File: src/rtl/axi_lite_pkg.sv
// Shared types for the AXI4-Lite register slave.
//   resp_t     : AXI response codes
//   wr_state_e : write-channel FSM states
//   rd_state_e : read-channel FSM states
//   merge()    : byte-lane merge of write data into an existing word
package axi_lite_pkg;

  typedef enum logic [1:0] {
    RESP_OKAY   = 2'b00,
    RESP_EXOKAY = 2'b01,
    RESP_SLVERR = 2'b10,
    RESP_DECERR = 2'b11
  } resp_t;

  typedef enum logic [2:0] {
    W_IDLE,
    W_HAVE_A,
    W_HAVE_D,
    W_COMMIT,
    W_RESP
  } wr_state_e;

  typedef enum logic {
    R_IDLE,
    R_RESP
  } rd_state_e;

  // Replace the bytes of old selected by wstrb with the matching bytes of wdata.
  function automatic logic [31:0] merge(input logic [31:0] old,
                                        input logic [31:0] wdata,
                                        input logic [3:0]  wstrb);
    logic [31:0] res;
    res = old;
    for (int i = 0; i < 4; i++)
      if (wstrb[i]) res[8*i +: 8] = wdata[8*i +: 8];
    return res;
  endfunction

endpackage

File: src/rtl/axi_lite_reg_slave.sv
// AXI4-Lite slave exposing NUM_REGS 32-bit read/write registers.
//   aclk, areset_n      : clock (rising edge), async active-low reset
//   AW*/W*/B*           : write address / data / response channels
//   AR*/R*              : read address / data channels
//   o_regs              : flattened register contents, reg k at [32k+31:32k]
//   o_wr_pulse          : one-cycle pulse for the register hit by a committed write
// One write and one read may be outstanding at a time; the two channels run
// independently. All outputs are registered, so no READY depends on a VALID.
module axi_lite_reg_slave
  import axi_lite_pkg::*;
#(
  parameter int          ADDR_W   = 32,
  parameter int          NUM_REGS = 8,
  parameter logic [31:0] RST_VAL  = 32'h0
) (
  input  logic                     aclk,
  input  logic                     areset_n,
  input  logic [ADDR_W-1:0]        AWADDR,
  input  logic                     AWVALID,
  output logic                     AWREADY,
  input  logic [31:0]              WDATA,
  input  logic [3:0]               WSTRB,
  input  logic                     WVALID,
  output logic                     WREADY,
  output logic [1:0]               BRESP,
  output logic                     BVALID,
  input  logic                     BREADY,
  input  logic [ADDR_W-1:0]        ARADDR,
  input  logic                     ARVALID,
  output logic                     ARREADY,
  output logic [31:0]              RDATA,
  output logic [1:0]               RRESP,
  output logic                     RVALID,
  input  logic                     RREADY,
  output logic [NUM_REGS*32-1:0]   o_regs,
  output logic [NUM_REGS-1:0]      o_wr_pulse
);

  localparam int IDX_W = (NUM_REGS > 1) ? $clog2(NUM_REGS) : 1;

  typedef struct packed {
    logic             ok;
    logic [IDX_W-1:0] idx;
  } dec_t;

  // Byte offset is ignored; any set bit above the register window is a miss.
  function automatic dec_t decode(input logic [ADDR_W-1:0] addr);
    logic [ADDR_W-1:0] word;
    dec_t              d;
    word  = addr >> 2;
    d.ok  = (word < ADDR_W'(NUM_REGS));
    d.idx = word[IDX_W-1:0];
    return d;
  endfunction

  logic [NUM_REGS-1:0][31:0] regs_q;
  logic [NUM_REGS-1:0]       pulse_q;

  // ---------------------------------------------------------------- write
  wr_state_e   wst_q;
  logic        awready_q, wready_q, bvalid_q;
  resp_t       bresp_q;
  dec_t        aw_dec_q;
  logic [31:0] wdata_q;
  logic [3:0]  wstrb_q;

  always_ff @(posedge aclk or negedge areset_n) begin
    if (!areset_n) begin
      wst_q     <= W_IDLE;
      awready_q <= 1'b1;
      wready_q  <= 1'b1;
      bvalid_q  <= 1'b0;
      bresp_q   <= RESP_OKAY;
      aw_dec_q  <= '0;
      wdata_q   <= '0;
      wstrb_q   <= '0;
      pulse_q   <= '0;
      regs_q    <= {NUM_REGS{RST_VAL}};
    end else begin
      pulse_q <= '0;
      case (wst_q)
        W_IDLE: begin
          if (AWVALID && awready_q && WVALID && wready_q) begin
            aw_dec_q  <= decode(AWADDR);
            wdata_q   <= WDATA;
            wstrb_q   <= WSTRB;
            awready_q <= 1'b0;
            wready_q  <= 1'b0;
            wst_q     <= W_COMMIT;
          end else if (AWVALID && awready_q) begin
            aw_dec_q  <= decode(AWADDR);
            awready_q <= 1'b0;
            wst_q     <= W_HAVE_A;
          end else if (WVALID && wready_q) begin
            wdata_q  <= WDATA;
            wstrb_q  <= WSTRB;
            wready_q <= 1'b0;
            wst_q    <= W_HAVE_D;
          end
        end
        W_HAVE_A: begin
          if (WVALID && wready_q) begin
            wdata_q  <= WDATA;
            wstrb_q  <= WSTRB;
            wready_q <= 1'b0;
            wst_q    <= W_COMMIT;
          end
        end
        W_HAVE_D: begin
          if (AWVALID && awready_q) begin
            aw_dec_q  <= decode(AWADDR);
            awready_q <= 1'b0;
            wst_q     <= W_COMMIT;
          end
        end
        W_COMMIT: begin
          // A miss still completes, just without touching any register.
          if (aw_dec_q.ok) begin
            regs_q[aw_dec_q.idx]  <= merge(regs_q[aw_dec_q.idx], wdata_q, wstrb_q);
            pulse_q[aw_dec_q.idx] <= 1'b1;
            bresp_q               <= RESP_OKAY;
          end else begin
            bresp_q <= RESP_SLVERR;
          end
          bvalid_q <= 1'b1;
          wst_q    <= W_RESP;
        end
        W_RESP: begin
          if (BREADY) begin
            bvalid_q  <= 1'b0;
            awready_q <= 1'b1;
            wready_q  <= 1'b1;
            wst_q     <= W_IDLE;
          end
        end
        default: wst_q <= W_IDLE;
      endcase
    end
  end

  // ----------------------------------------------------------------- read
  rd_state_e   rst_q;
  logic        arready_q, rvalid_q;
  logic [31:0] rdata_q;
  resp_t       rresp_q;
  dec_t        ar_dec;

  assign ar_dec = decode(ARADDR);

  // Sampling regs_q directly means a read captured on a commit edge
  // sees the pre-write contents.
  always_ff @(posedge aclk or negedge areset_n) begin
    if (!areset_n) begin
      rst_q     <= R_IDLE;
      arready_q <= 1'b1;
      rvalid_q  <= 1'b0;
      rdata_q   <= '0;
      rresp_q   <= RESP_OKAY;
    end else begin
      case (rst_q)
        R_IDLE: begin
          if (ARVALID) begin
            rdata_q   <= ar_dec.ok ? regs_q[ar_dec.idx] : 32'h0;
            rresp_q   <= ar_dec.ok ? RESP_OKAY : RESP_SLVERR;
            arready_q <= 1'b0;
            rvalid_q  <= 1'b1;
            rst_q     <= R_RESP;
          end
        end
        R_RESP: begin
          if (RREADY) begin
            rvalid_q  <= 1'b0;
            arready_q <= 1'b1;
            rst_q     <= R_IDLE;
          end
        end
        default: rst_q <= R_IDLE;
      endcase
    end
  end

  assign AWREADY    = awready_q;
  assign WREADY     = wready_q;
  assign BVALID     = bvalid_q;
  assign BRESP      = bresp_q;
  assign ARREADY    = arready_q;
  assign RVALID     = rvalid_q;
  assign RDATA      = rdata_q;
  assign RRESP      = rresp_q;
  assign o_regs     = regs_q;
  assign o_wr_pulse = pulse_q;

endmodule

File: config.mk
export PLATFORM = sky130hd
export DESIGN_NAME = axi_lite_reg_slave
export DESIGN_NICKNAME = d
export VERILOG_FILES = /design/src/rtl/axi_lite_pkg.sv /design/src/rtl/axi_lite_reg_slave.sv
export SDC_FILE = /design/constraint.sdc
export NUM_CORES = 1
export LEC_CHECK = 0
export CORE_MARGIN = 5
export CORE_UTILIZATION = 38
export CTS_CLUSTER_SIZE = 25
export DETAILED_ROUTE_END_ITERATION = 6
export PLACE_DENSITY = 0.62
export SLEW_MARGIN = 20
export SYNTH_ARGS = -nofsm -noshare
export SYNTH_HDL_FRONTEND = slang
export SYNTH_SLANG_ARGS = --single-unit
File: constraint.sdc
create_clock -name aclk -period 2 [get_ports aclk]
set_input_delay 0.2 -clock aclk [delete_from_list [all_inputs] [get_ports aclk]]
set_output_delay 0.2 -clock aclk [all_outputs]
set_load 0.05 [all_outputs]
== Word-level counts from Yosys, hierarchy flattened ==
Index checks and enable logic that the tools add are counted.

* Output and inout port bits: 305
* Word-level logic and storage cells: 122
* Bits of input ports: 107
* Flip-flop bits (word level): 349

* Reductions and logical operators: 19
* Equal/unequal tests: 11
* Magnitude comparators: 5
* Bitwise logic cells: 1
* Multiplexer cells: 63

{| class="wikitable"
|+ Operator list
! cell !! count
|-
| bitwise mux 256 bit || 1
|-
| two-way mux 32 bit || 7
|-
| binary-select mux 32 bit (select 3 bit) || 2
|-
| two-way mux 8 bit || 14
|-
| demux 32 bit (select 3 bit) || 1
|-
| case mux 32 bit (2 select lines) || 1
|-
| < comparator 30 x 4 -> 1 bit (second input constant) || 2
|-
| two-way mux 4 bit || 5
|-
| two-way mux 3 bit || 6
|-
| case mux 4 bit (2 select lines) || 2
|-
| case mux 3 bit (5 select lines) || 1
|-
| two-way mux 1 bit || 14
|-
| AND reduction 2 bit || 6
|-
| inequality test 2 bit (second input constant) || 5
|-
| < comparator 3 x 4 -> 1 bit (second input constant) || 2
|-
| case mux 1 bit (2 select lines) || 4
|-
| == test 3 x 2 -> 1 bit (second input constant) || 2
|-
| case mux 1 bit (3 select lines) || 2
|-
| nonzero test 2 bit || 3
|-
| nonzero test 3 bit || 2
|-
| logical AND 1 bit || 5
|-
| two-way mux 2 bit || 2
|-
| inequality test 4 bit (second input constant) || 1
|-
| AND reduction 4 bit || 1
|-
| other kinds (8) || 8
|}

== Longest topological paths before layout ==
Gate-level depths: netlist of the first run.

* Word-level depth: 6
* Mapped depth: 8
* Depth with buffers taken out: 4

== Worst setup path before layout of the first run ==
Ideal clock, no wire load.

* Kind: reg2reg
* From: register wready_q (netlist: WREADY)
* To: register wdata_q[10]
* Stages on the path, launching flop included: 5
* Period minus slack after synthesis: 1.926 ns
* Arrival time: 1.801 ns
* Path buffers: 1
* Slack: 0.074 ns
* Path through: dfstp_2 > nand2_1 > nor3_2 > buf_2 > mux2_2

* Cells in the longest elaborated chain, start to end: 5
* Elaborated cells on any way between the ends: 8
* Those cells by class: eq/ne (1); mux (4); reduce/logical (3)

{| class="wikitable"
|+ RTL lines
! item !! line !! source
|-
| start, declared || axi_lite_reg_slave.sv:61 || <nowiki>logic awready_q, wready_q, bvalid_q;</nowiki>
|-
| start signal, assigned || axi_lite_reg_slave.sv:71 || <nowiki>wready_q <= 1'b1;</nowiki>
|-
| start signal, assigned || axi_lite_reg_slave.sv:88 || <nowiki>wready_q <= 1'b0;</nowiki>
|-
| start signal, assigned || axi_lite_reg_slave.sv:97 || <nowiki>wready_q <= 1'b0;</nowiki>
|-
| logical AND 1 bit || axi_lite_reg_slave.sv:94, axi_lite_reg_slave.sv:102 ||
|-
| two-way mux 32 bit (2 in a row) || -- ||
|-
| two-way mux 32 bit || axi_lite_reg_slave.sv:83 || <nowiki>if (AWVALID && awready_q && WVALID && wready_q) begin</nowiki>
|-
| case mux 32 bit (2 select lines) || axi_lite_reg_slave.sv:81 || <nowiki>case (wst_q)</nowiki>
|-
| end signal, assigned || axi_lite_reg_slave.sv:75 || <nowiki>wdata_q <= '0;</nowiki>
|-
| end signal, assigned || axi_lite_reg_slave.sv:85 || <nowiki>wdata_q <= WDATA;</nowiki>
|-
| end signal, assigned || axi_lite_reg_slave.sv:95 || <nowiki>wdata_q <= WDATA;</nowiki>
|-
| end, declared || axi_lite_reg_slave.sv:64 || <nowiki>logic [31:0] wdata_q;</nowiki>
|}

Several ways; a longest one is shown, not always the timed one. The select of a mux whose other input is x is not followed.
A chain may end at the register's enable or synchronous reset.

== Worst setup path after layout of the first run ==
* From: register aw_dec_q[0] (netlist name)
* To: register regs_q (netlist bit o_regs[72])

* Cells in the longest elaborated chain, start to end: 6
* Elaborated cells on any way between the ends: 11
* Those cells by class: order compare (2); mux (8); reduce/logical (1)

{| class="wikitable"
|+ RTL lines
! item !! line !! source
|-
| start, declared || axi_lite_reg_slave.sv:63 || <nowiki>dec_t aw_dec_q;</nowiki>
|-
| start signal, assigned || axi_lite_reg_slave.sv:84 || <nowiki>aw_dec_q <= decode(AWADDR);</nowiki>
|-
| start signal, assigned || axi_lite_reg_slave.sv:91 || <nowiki>aw_dec_q <= decode(AWADDR);</nowiki>
|-
| start signal, assigned || axi_lite_reg_slave.sv:111 || <nowiki>aw_dec_q <= decode(AWADDR);</nowiki>
|-
| binary-select mux 32 bit (select 3 bit) || axi_lite_reg_slave.sv:119 || <nowiki>regs_q[aw_dec_q.idx] <= merge(regs_q[aw_dec_q.idx], wdata_q, wstrb_q);</nowiki>
|-
| two-way mux 32 bit (not written as such) || axi_lite_reg_slave.sv:119 ||
|-
| two-way mux 8 bit || axi_lite_pkg.sv:35 || <nowiki>if (wstrb[i]) res[8*i +: 8] = wdata[8*i +: 8];</nowiki>
|-
| two-way mux 8 bit || axi_lite_reg_slave.sv:118 || <nowiki>if (aw_dec_q.ok) begin</nowiki>
|-
| two-way mux 8 bit || axi_lite_reg_slave.sv:81 ||
|-
| bitwise mux 256 bit (*) || axi_lite_reg_slave.sv:119 ||
|-
| end signal, assigned || axi_lite_reg_slave.sv:78 || <nowiki>regs_q <= {NUM_REGS{RST_VAL}};</nowiki>
|-
| end signal, assigned by index || axi_lite_reg_slave.sv:119 ||
|-
| end, declared || axi_lite_reg_slave.sv:56 || <nowiki>logic [NUM_REGS-1:0][31:0] regs_q;</nowiki>
|}

Every way passes the cells marked *; elsewhere a longest branch is shown, timed or not. The select of a mux whose other input is x is not followed.

==> run_results.csv, run 1 <==
group,metric,value,unit
finish,drive_gt1_share,25.6,%
critical_path,worst_path_max_delay_cell,"mux4_2",
clock_tree,cts.path.max_buffers,3,
sta,finalWorstSetupSlack,-0.0915,ns
die,initial_core_util,38.4,%
synth,synth_cells,1347,
finish,fin_nets,1864,
drt,drt_iter0_drc,1102,
outcome,status,"complete, but fails checks",
finish,area_growth,39.5,%
die,coreArea,0.0442,mm²
critical_path,arrival,2.51,ns
global_route,grt.overflow.total,0,
critical_path,path_common_cell,"buf_12",
global_route,grt_usage,23.1,%
sta,tightest_slew,0.677,ns
die,rows,77,
synth,ys_seq_area_share,51.2,%
clock_tree,root_buffer,"clkbuf_16",
synth,synth_top_family_by_area,"multiplexers",
global_route,grt_pass1_wl,88100,µm
power,p_seq_share,39.2,%
critical_path,criticalPathCategory,"reg2reg",
drt,routed_via_density,5.47,
die,die_y,221,µm
drt,drtPass1Iterations,5,
critical_path,crit_path_cell_trace,"buf_12 -> buf_12 -> mux4_2 -> mux2_4 -> mux2i_4 -> o21ai_1",
synth,yosysMostFrequentCell,"dfrtp_1",
clock_tree,numCtsBuffers,40,
power,p_per_area,851,mW/mm²
outcome,violations,"negative setup slack",
sta,post-route-period-util,105,%
critical_path,path_buf_inv,2,
die,die_w,221,µm
clock_tree,path_clk_slew,0.06,ns
place,pre_cts_ws,-0.240,ns
sta,rsz0062_at_grt,"yes",
global_route,grt_util_met2,38.1,%
critical_path,start_kind,"register",
critical_path,path_delay_family,"multiplexers",
critical_path,crit_path_max_incr_delay,0.50,ns
drt,via_count,13000,
finish,nFillCells,3767,
synth,synth.largest_area_cell,"dfrtp_1",
clock_tree,clock_insertion_delay_worst_skew,0.55,ns
drt,wirelength,57400,µm
critical_path,required,2.42,ns
sta,timing.hold.ws,0.191,ns
sta,setup_tns,-10.86,ns
power,p_int,0.0143,W
place,gp_congestion,0.853,
die,die_area,0.0490,mm²
synth,synth_ff_type,"dfrtp_1",
power,power_leakage,11.3,nW
sta,min_period,2.09,ns
synth,synth_top_cell_area_share,50.7,%
sta,setup_viol,228,
sta,finClkSkew,0.0123,ns
synth,avgSynthCellArea,12.6,µm²
synth,synth_compound_area_share,9.53,%
global_route,antenna_found_initial,3,
power,ir_drop,434,µV
drt,drc,0,
synth,synth.area.top_cells,"dfrtp_1, mux4_2, o21ai_0",
global_route,top_usage_layer,"met2",
drt,routed_wire_length_per_instance,24.1,µm
global_route,grt_max_degree,66,
flow_run,cap_viol_max_count,0,
synth,synth-seq-cells,347,
sta,relSlewSlack,54.9,%
synth,synthXorXnorAreaFrac,0,%
sta,slew_violations,0,
synth,ys_types,33,
place,io_buffers,405,
critical_path,worstPathMaxFanout,8,
power,power_frac_comb,25.4,%
synth,synthAdderAreaFrac,0,%
sta,fmax,0.478,GHz
clock_tree,htree_levels,2,
synth,synth_simple_gate_area_share,7.48,%
sta,hold_viol,0,
global_route,grtUsageMet3,3.95,%
worst_hold_path,hold_path.class,"in2async",
power,switching_share,29.2,%
power,p_switching,0.00589,W
place,hpwl,38400,µm
synth,async_flop_share,100,%
drt,final_antenna_net_count,0,
global_route,grt.met1_usage,31.8,%
synth,synth-edff-count,0,
synth,yosysWarningCount,0,
critical_path,worst_setup_path_end_kind,"register",
clock_tree,cts.sinks,347,
power,clockPowerShare,35.4,%
clock_tree,cts_tree,"built",
die,io_pins,412,
synth,synth_area,0.0170,mm²
synth,muxShareOfSynthArea,28.4,%
synth,synth_commonest_cells,"dfrtp_1, nand2_1, o21ai_0",
global_route,grt_pass1_vias,13500,
==> routing by layer <==
layer / wire length [µm] / part of all wire, %
met5: 27 / 0.047
met4: 1270 / 2.2
met3: 3720 / 6.5
met1: 24300 / 42
met2: 28100 / 49
==> what timing repair did <==
action                     4_1_cts  5_1_grt
resized for setup              367      201
buffers inserted                 5        3
cloned                           2        1
hold endpoints to repair       106        0
setup endpoints to repair      485      285
hold buffers                     1        0
pin swaps                        2        8
==> cells in the final DEF (no fill, tap or decap), types with 2 or more instances in the layout <==
cell / instances
dfstp_2: 3
o21ai_0: 41
conb_1: 2
bufinv_16: 2
nand3_2: 2
dlygate4sd2_1: 228
o21ai_1: 180
mux2_2: 77
mux2_4: 29
nand2_1: 263
nor2b_1: 3
nand2b_1: 2
clkbuf_1: 11
dfrtp_1: 341
nand3b_1: 5
buf_12: 35
nand4_1: 3
clkdlybuf4s50_1: 141
mux4_2: 128
nor4_1: 11
dfrtp_4: 2
clkbuf_8: 7
nor2_1: 10
mux2i_4: 32
buf_4: 37
nor3_1: 3
buf_8: 2
clkbuf_16: 42
a21oi_1: 6
a22o_1: 32
dlymetal6s2s_1: 29
o21ai_2: 39
buf_16: 4
clkinv_2: 8
inv_1: 12
==> path summary, 6_finish.rpt <==
| check | cells after the start | slack [ns] | start | to |
|---|---|---|---|---|
| max reg2reg | 6 | -0.09 | aw_dec_q[0]$_DFFE_PN0P_ | o_regs[72]$_DFFE_PN0P_ |
| max in group asynchronous | 3 | 1.01 | areset_n | wdata_q[9]$_DFFE_PN0P_ |
| min in group aclk | 2 | 0.26 | WDATA[21] | wdata_q[21]$_DFFE_PN0P_ |
| max | 6 | -0.09 | aw_dec_q[0]$_DFFE_PN0P_ | o_regs[72]$_DFFE_PN0P_ |
| min reg2reg | 2 | 0.48 | BRESP[1]$_DFFE_PN0P_ | BRESP[1]$_DFFE_PN0P_ |
| min | 2 | 0.19 | areset_n | RDATA[3]$_DFFE_PN0P_ |
==> per-stage QoR <==
stage	utilization, %	std cells	total power (W)	cell area, µm²
final	53.5	2377	0.0201	23700
after global routing	53.5	2377	0.0209	23700
after CTS	52.7	2372	0.0201	23300
after detailed placement	50.0	2296	0.0125	22100
after global placement	50.0	2296	0.0124	22100
after floorplan	-	1348	0.0109	17000
==> power groups by stage <==
| stage | Combinational, W | Sequential (W) | Clock, W |
|---|---|---|---|
| 2_1_floorplan | 0.00296 | 0.00797 | 0 |
| 3_3_place_gp | 0.00431 | 0.00809 | 0 |
| 3_5_place_dp | 0.00438 | 0.00810 | 0 |
| 4_1_cts | 0.00491 | 0.00791 | 0.00728 |
| 5_1_grt | 0.00541 | 0.00796 | 0.00755 |
| 6_report | 0.00511 | 0.00791 | 0.00713 |
==> area by class of cell <==
type | count | area [µm²] | share of cell area (%)
timing repair buffer | 479 | 4930 | 20.8
antenna | 1 | 2.50 | 0.0106
clock inverter | 10 | 100 | 0.423
multi-input combinational | 877 | 7990 | 33.8
sequential | 347 | 8700 | 36.7
tap | 592 | 741 | 3.13
clock buffer | 59 | 1160 | 4.92
inverter | 12 | 45.0 | 0.190
==> state kept, by name (all words and copies together), names as in the netlist <==
register and cells:
BVALID 1, RVALID 1, RRESP 1, wstrb_q 4, rst_q 1, BRESP 1
RDATA 32, o_wr_pulse 8, wdata_q 32, AWREADY 1, o_regs 256, aw_dec_q 4
WREADY 1, wst_q 3, ARREADY 1
==> cells by family (layout without fill, tap and decap cells) <==
group | count (synthesis) | in the layout
compound gates | 299 | 299
buf+inv | 124 | 560
flops | 347 | 347
mux | 266 | 266
other cells | 1 | 3
simple gates | 310 | 310
(Power assumes the default switching activity.)
==> inputs of run 2 (changes only) <==
- GPL_ROUTABILITY_DRIVEN: not set -> 1
==> results of run 2 <==
No change in the layout: final DEF, timing and power equal those of run 1.
==> inputs of run 3 (changes only) <==
- CAP_MARGIN: not set -> 30
- CORE_MARGIN: 5 -> 8
- clock period: 2 -> 1.7 ns (I/O delays scaled with it)
==> run 3 against run 2 <==
The run still ends with negative setup slack left. Routed wire length up 11%. Power up 22%. Via count up 9.4%. Critical path depth unchanged. Register-to-register slack worse by 0.37 ns. Setup slack worse by 0.37 ns. Maximum frequency down 3.3%. Die area up 5.5%. Clock skew down 0.0026 ns. Largest power group unchanged.
==> run_results.csv, run 3 (synthesis results as in run 1) <==
group,metric,value,unit
power,p_per_area,968,mW/mm²
drt,drc,0,
critical_path,reg2reg_slack,-0.46,ns
power,ir_drop,566,µV
outcome,violations,"negative setup slack",
critical_path,required,2.13,ns
drt,routed_via_density,5.38,
global_route,grt_max_degree,43,
outcome,status,"complete, but fails checks",
sta,tightest_slew,0.531,ns
sta,setup_viol,258,
critical_path,crit_path_max_incr_delay,0.50,ns
die,coreArea,0.0441,mm²
critical_path,r2r-end,"o_regs[9]$_DFFE_PN0P_",
place,place_inst,2555,
global_route,antenna_found_initial,1,
critical_path,crit_path_cell_trace,"buf_12 -> clkbuf_16 -> mux4_2 -> mux2_4 -> mux2i_4 -> o21ai_0",
place,gp_congestion,0.824,
die,die_w,227,µm
finish,final_cell_mix,"buf_4, dfrtp_1, nand2_1",
clock_tree,clock_insertion_delay_worst_skew,0.56,ns
sta,hold_viol,0,
clock_tree,numCtsBuffers,41,
place,pre_cts_ws,-0.405,ns
critical_path,reg2reg_depth,6,
sta,setup_tns,-94.08,ns
clock_tree,cts_tree,"built",
drt,routed_wire_length_per_instance,24.2,µm
worst_hold_path,hold_path.class,"in2async",
finish,drive_gt1_share,48.4,%
place,io_buffers,405,
drt,final_antenna_net_count,0,
flow_run,cap_viol_max_count,0,
critical_path,arrival,2.59,ns
finish,area_growth,49.2,%
global_route,grt_pass1_wl,93000,µm
clock_tree,root_buffer,"clkbuf_16",
sta,min_period,2.16,ns
sta,post-route-period-util,127,%
global_route,grt.overflow.total,0,
drt,wirelength,63900,µm
critical_path,start_kind,"register",
power,power_leakage,12.1,nW
die,io_pins,412,
sta,finClkSkew,0.00969,ns
sta,finalWorstSetupSlack,-0.464,ns
die,rows,77,
global_route,grt_usage,23.7,%
critical_path,path_delay_family,"multiplexers",
clock_tree,cts.sinks,347,
critical_path,criticalPathCategory,"reg2reg",
finish,largest_reg_flops,256,
sta,fmax,0.462,GHz
clock_tree,path_clk_slew,0.06,ns
sta,relSlewSlack,64.5,%
sta,timing.hold.ws,0.109,ns
drt,via_count,14200,
global_route,grt_pass1_vias,15000,
finish,utilization,57.4,%
critical_path,worst_setup_path_end_kind,"register",
die,initial_core_util,38.5,%
finish,fin_nets,2129,
critical_path,worst_path_max_delay_cell,"mux4_2",
die,die_y,227,µm
finish,nFillCells,3696,
finish,layoutNonFillerInstCount,2646,
finish,final_common_cell,"buf_4",
drt,drt_iter0_drc,1076,
sta,rsz0062_at_grt,"yes",
critical_path,worstSetupPathDepth,6,
drt,drtPass1Iterations,5,
critical_path,worstPathMaxFanout,8,
clock_tree,htree_levels,2,
critical_path,r2r_start,"aw_dec_q[0]$_DFFE_PN0P_",
place,hpwl,43900,µm
clock_tree,cts.path.max_buffers,3,
sta,slew_violations,0,
die,die_area,0.0517,mm²
critical_path,path_buf_inv,2,
-- run 3: cell types whose count changed in the layout (fill, tap and decap cells not counted), moves of 4 or more --
cell             change
buf_4              +539
buf_6                +4
clkbuf_1             -4
clkbuf_16            +6
clkdlybuf4s50_1     -43
dlygate4sd2_1      -228
dlymetal6s2s_1      -13
mux2_2               +9
mux2_4               -9
o21ai_0             +83
o21ai_1             -64
o21ai_2             -19
-- run 3: per-layer routing --
layer	global-route usage, %	routed length [µm]	vias up
li1	-	-	6281
met1	30.5	26400	7263
met2	40.3	31400	577
met3	5.09	4640	109
met4	6.11	1500	0
met5	0	0	-
-- run 3: what timing repair did --
action,in CTS,in global routing
hold buffers,1,0
endpoints found under the hold margin,258,0
pin swaps,0,3
buffers inserted,1,6
gates resized for setup,10,188
setup endpoints to repair,272,274
cloned,0,8
-- run 3: cell type report --
cell class / instances / area [µm²] / area share, %
antenna: 1 / 2.50 / 0.00989
clock buffer: 58 / 1210 / 4.79
clock inverter: 16 / 190 / 0.751
inverter: 12 / 45.0 / 0.178
multi-input combinational: 877 / 7890 / 31.2
sequential: 347 / 8700 / 34.4
tap: 592 / 741 / 2.93
timing repair buffer: 743 / 6530 / 25.8
-- run 3: through the flow --
step	cell area, µm²	power [W]
after floorplan	17100	0.0129
after global placement	23400	0.0147
final	25300	0.0245
after CTS	24900	0.0241
after detailed placement	23400	0.0148
after global routing	25300	0.0253
-- run 3: worst register-to-register path, stage by stage, from the launching register on --
cell,delay [ns]
dfrtp_4,0.48
buf_12,0.15
clkbuf_16,0.18
mux4_2,0.51
mux2_4,0.30
mux2i_4,0.27
o21ai_0,0.15
-- run 3: where the power goes --
group | switching (W) | internal [W]
Clock | 0.00359 | 0.00558
Sequential | 0.000574 | 0.00879
Combinational | 0.00302 | 0.00295
-- run 3: how the worst max path moves through the flow --
stage	from	end	slack, ns
2_1_floorplan	WREADY$_DFFE_PN1P_	wdata_q[10]$_DFFE_PN0P_	-0.14
3_3_place_gp	aw_dec_q[0]$_DFFE_PN0P_	o_regs[169]$_DFFE_PN0P_	-0.34
3_5_place_dp	aw_dec_q[0]$_DFFE_PN0P_	o_regs[202]$_DFFE_PN0P_	-0.41
4_1_cts	aw_dec_q[0]$_DFFE_PN0P_	o_regs[183]$_DFFE_PN0P_	-0.41
5_1_grt	aw_dec_q[0]$_DFFE_PN0P_	o_regs[137]$_DFFE_PN0P_	-0.51
6_report	aw_dec_q[0]$_DFFE_PN0P_	o_regs[9]$_DFFE_PN0P_	-0.46
